==> config.mk <==
export PLATFORM = sky130hd
export DESIGN_NAME = tmds_gearbox_10to4
export DESIGN_NICKNAME = d
export VERILOG_FILES = /design/src/rtl/tmds_gearbox_10to4.sv
export SDC_FILE = /design/constraint.sdc
export NUM_CORES = 1
export LEC_CHECK = 0
export CORE_UTILIZATION = 52
export CTS_CLUSTER_DIAMETER = 150
export DETAILED_ROUTE_END_ITERATION = 10
export GPL_TIMING_DRIVEN = 0
export MAX_ROUTING_LAYER = met4
export PLACE_DENSITY = 0.77
export SLEW_MARGIN = 5
export SYNTH_ARGS = -nofsm -noshare
export SYNTH_HDL_FRONTEND = slang
export SYNTH_SLANG_ARGS = --single-unit
==> constraint.sdc <==
create_clock -name clk -period 3.6 [get_ports clk]
set_clock_uncertainty 0.1 [all_clocks]
set_input_delay 0.36 -clock clk [delete_from_list [all_inputs] [get_ports clk]]
set_output_delay 0.36 -clock clk [all_outputs]
set_load 0.02 [all_outputs]
==> src/rtl/tmds_gearbox_10to4.sv <==
`default_nettype none
// ============================================================================
//  Module   : tmds_gearbox_10to4
//  Brief    : 10-bit TMDS symbol to 4-bit nibble width converter that feeds
//             a 4:1 DDR output serializer. Bits go out LSB first.
//             Optional bit-slip alignment: define TMDS_GEARBOX_BITSLIP_EN.
//  Revision : 1.0 - initial release
// ============================================================================
module tmds_gearbox_10to4 #(
    parameter int IN_W  = 10,
    parameter int OUT_W = 4,
    parameter int BUF_W = 16
) (
    input  logic             clk,
    input  logic             rst,
    input  logic [IN_W-1:0]  in_data,
    input  logic             in_valid,
`ifdef TMDS_GEARBOX_BITSLIP_EN
    input  logic             bitslip,
`endif
    output logic             in_ready,
    output logic [OUT_W-1:0] out_data,
    output logic             out_valid,
    output logic             underflow
);

    localparam int                  c_fill_w = $clog2(BUF_W + 1);
    localparam logic [c_fill_w-1:0] c_out_n  = c_fill_w'(OUT_W);
    localparam logic [c_fill_w-1:0] c_in_n   = c_fill_w'(IN_W);

    logic [BUF_W-1:0]    r_buf;
    logic [c_fill_w-1:0] r_fill;
    logic                r_primed;

    logic [c_fill_w-1:0] w_consume;
    logic [c_fill_w-1:0] w_remain;
    logic                w_take_slip;
    logic                w_accept;
    logic [BUF_W-1:0]    w_in_ext;
    logic [BUF_W-1:0]    w_buf_next;
    logic [c_fill_w-1:0] w_fill_next;
    logic [OUT_W-1:0]    w_nibble;

`ifdef TMDS_GEARBOX_BITSLIP_EN
    localparam logic [c_fill_w-1:0] c_slip_n = c_fill_w'(OUT_W + 1);

    logic r_slip_pend;

    // A pending slip waits for one extra bit so the dropped LSB never
    // leaves a partial nibble behind; with exactly OUT_W bits the slot idles.
    always_comb begin
        w_consume   = '0;
        w_take_slip = 1'b0;
        if (r_slip_pend) begin
            if (r_fill >= c_slip_n) begin
                w_consume   = c_slip_n;
                w_take_slip = 1'b1;
            end
        end else if (r_fill >= c_out_n) begin
            w_consume = c_out_n;
        end
    end

    always_ff @(posedge clk) begin
        if (rst) begin
            r_slip_pend <= 1'b0;
        end else if (w_take_slip) begin
            r_slip_pend <= 1'b0;
        end else if (bitslip) begin
            r_slip_pend <= 1'b1;
        end
    end
`else
    always_comb begin
        w_consume   = '0;
        w_take_slip = 1'b0;
        if (r_fill >= c_out_n) begin
            w_consume = c_out_n;
        end
    end
`endif

    assign w_remain = r_fill - w_consume;

    // Depends on registered fill only, never on in_valid.
    assign in_ready = (int'(w_remain) + IN_W) <= BUF_W;
    assign w_accept = in_valid & in_ready;

    assign w_in_ext    = {{(BUF_W - IN_W){1'b0}}, in_data};
    assign w_buf_next  = (r_buf >> w_consume) |
                         (w_accept ? (w_in_ext << w_remain) : '0);
    assign w_fill_next = w_remain + (w_accept ? c_in_n : '0);
    assign w_nibble    = w_take_slip ? r_buf[OUT_W:1] : r_buf[OUT_W-1:0];

    always_ff @(posedge clk) begin
        if (rst) begin
            r_buf  <= '0;
            r_fill <= '0;
        end else begin
            r_buf  <= w_buf_next;
            r_fill <= w_fill_next;
        end
    end

    // Idle slots emit zero; a missed slot after the first real nibble is sticky.
    always_ff @(posedge clk) begin
        if (rst) begin
            out_data  <= '0;
            out_valid <= 1'b0;
            r_primed  <= 1'b0;
            underflow <= 1'b0;
        end else if (w_consume != '0) begin
            out_data  <= w_nibble;
            out_valid <= 1'b1;
            r_primed  <= 1'b1;
        end else begin
            out_data  <= '0;
            out_valid <= 1'b0;
            if (r_primed) begin
                underflow <= 1'b1;
            end
        end
    end

endmodule
`default_nettype wire

==> reports/results.ini <==
[run_status]
status = complete, no violations

[clock_network]
ctsLongestPathBuffers = 2
clock_latency_ns = 0.33
cts_hold_buffers = 0
cts-buffers-inserted = 3
h-tree-depth = 1
cts_tree = yes
clock-root-buffer = clkbuf_4
path_clk_slew_ns = 0.15
cts.sinks = 27

[cells_and_area]
drive_gt1_share_pct = 13.6
fin_util_pct = 68.8
diodes = 0
final_common_cell = dfxtp_1
layout_common_cells = 27 x dfxtp_1, 19 x clkdlybuf4s50_1, 14 x mux2i_1
area_growth_pct = 20.1
final_nets = 173

[critical_path]
cp.depth = 7
worst-path-buf-inv = 2
worstPathArrival_ns = 2.96
cp_slowest_cell = clkdlybuf4s50_1
cp.required_ns = 3.14
worstSetupEndpointType = primary output
crit_fanout = 10
crit_start = r_fill[4]$_SDFF_PP0_
slowest_delay_ns = 0.59
timing.critical_path.to = in_ready
cpMostUsedCell = ha_1
cp-start-kind = register
cpLargestDelayFamily = buffers and inverters
cp_cell_sequence = nor3_4 > inv_1 > ha_1 > ha_1 > xnor2_4 > and2_1 > clkdlybuf4s50_1
r2r_start = r_fill[4]$_SDFF_PP0_
path_class = reg2out
r2r_end = r_fill[4]$_SDFF_PP0_
rrSetupSlack_ns = 0.44
r2r_cells = 10

[sta]
fmax_mhz = 293
tightest_slew_ns = 0.548
fin_crit_ns = 3.42
holdWs_ns = 0.378
relSlewSlack_pct = 63.4
final_hold_viol_count = 0
setup_viol = 0
fin_crit_sh_pct = 94.9
setup_slack_ns = 0.184
slew_violations = 0
setup-tns-final_ns = 0

[floorplan]
die_y_um = 52.6
ios = 20
num_rows = 17
die-area_um2 = 2760
core_um2 = 2320
die_w_um = 52.6
start_util_pct = 57.3

[global_routing]
grt_pass1_wl_um = 4550
track_usage_pct = 23.5
overflow = 0
grt_pass1_vias = 1006
antenna_found_initial = 0
grt_max_degree = 17

[power_and_ir_drop]
power.switching_w = 0.000615
seq_power_share_pct = 31.0
p_int_w = 0.000841
p_sw_share_pct = 42.2
p_clk_share_pct = 9.3
power.density_nw_per_um2 = 912
pwr-share-comb_pct = 59.7
p_leak_nw = 0.635
vdd_drop_max_mv = 0.858

[place]
dpl_worst_slack_ns = 0.395
port_buffers = 19
hpwl_um = 2080
globalplace.congestion = 0.825

[detailed_routing]
drt_pass1_iterations = 4
drt_iter0_drc = 27
wire_per_inst_um = 15.3
ant_nets = 0
vias = 1043
drt-total-wl_um = 2790
viasPerCell = 5.73
drc_errors = 0

[synth]
synthArstFlopShare_pct = 0
synth_nets = 149
yosysWarnings = 0
ys.flop_type = dfxtp_1
synth_seq_cells = 27
syn_area_per_cell_um2 = 10.1
mappedNetlistArea_um2 = 1330
synth_edf_count = 0
synth_cell_types = 34
synthCells = 131
yosysSeqAreaShare_pct = 40.7

[flow_run]
maxCapViolCount = 0

[worst_hold_path]
hold_path_class = reg2reg
min_from = r_buf[2]$_SDFF_PP0_
holdPathStages = 1

## power by group through the flow
stage | logic (W) | clock network (W) | registers, W
5_1_grt | 0.000945 | 0.000149 | 0.000462
4_1_cts | 0.000851 | 0.000142 | 0.000448
6_report | 0.000869 | 0.000136 | 0.000451
3_3_place_gp | 0.000831 | 0 | 0.000452
3_5_place_dp | 0.000847 | 0 | 0.000456
2_1_floorplan | 0.000629 | 0 | 0.000459
## cells by family after synthesis
group	synth area share, %
compound gates	13.9
simple gates	19.1
flops	40.7
fa+ha+maj	4.71
xor+xnor	1.88
buf+inv	4.05
mux	15.6
## sequential cells by signal (all words and copies together), names as in the netlist
name	count
out_data	4
r_fill	4
underflow	1
out_valid	1
r_primed	1
r_buf	16
## worst register-to-register path: cells and delay by family (launching register included)
kind	cells	cell delay, ns
simple gates	4	1.16
fa+ha+maj	3	0.75
xor+xnor	1	0.30
flops	1	0.41
compound gates	1	0.13
buf+inv	1	0.25
## timing repair
item / 4_1_cts / 5_1_grt
setup buffers: 0 / 0
setup endpoints to repair: 0 / 1
resized for setup: 0 / 1
## per-stage QoR
step | power (W) | cells | cell area [um2]
2_1_floorplan | 0.00109 | 131 | 1330
3_3_place_gp | 0.00128 | 178 | 1550
3_5_place_dp | 0.00130 | 178 | 1550
4_1_cts | 0.00144 | 182 | 1580
5_1_grt | 0.00156 | 182 | 1600
6_report | 0.00146 | 182 | 1600
## cells in the mapped netlist (all sizes together), types with 3 or more instances
cell type	count	area [um2]
nand3	4	20.0
inv	5	18.8
mux2	6	67.6
dfxtp	27	541
buf	6	35.0
nor2b	3	18.8
mux2i	14	140
o32ai	4	50.1
ha	5	62.6
and2	7	43.8
nand2	4	15.0
o22ai	6	37.5
nor2	14	55.1
## area by class of cell
cell class                 instances  area, um2
buffer                             6       35.0
clock buffer                       3       22.5
clock inverter                     1       7.51
fill                             188        723
inverter                           5       18.8
multi-input combinational         93        746
sequential                        27        541
tap                               28       35.0
timing repair buffer              19        190
## worst min path at each step
stage	slack [ns]	endpoint
final	0.38	out_data[2]$_SDFF_PP0_
after global routing	0.40	r_buf[14]$_SDFF_PP0_
after CTS	0.38	out_data[2]$_SDFF_PP0_
after detailed placement	0.35	out_data[0]$_SDFF_PP0_
after global placement	0.34	out_data[0]$_SDFF_PP0_
after floorplan	0.33	out_data[2]$_SDFF_PP0_
## per-layer routing
layer | GRT usage, % | share of wire [%]
met1 | 28.0 | 45
met2 | 40.7 | 49
met3 | 3.77 | 5.2
met4 | 6.58 | 0.65
met5 | - | 0
Note: power is estimated with default switching activity, not from simulation.
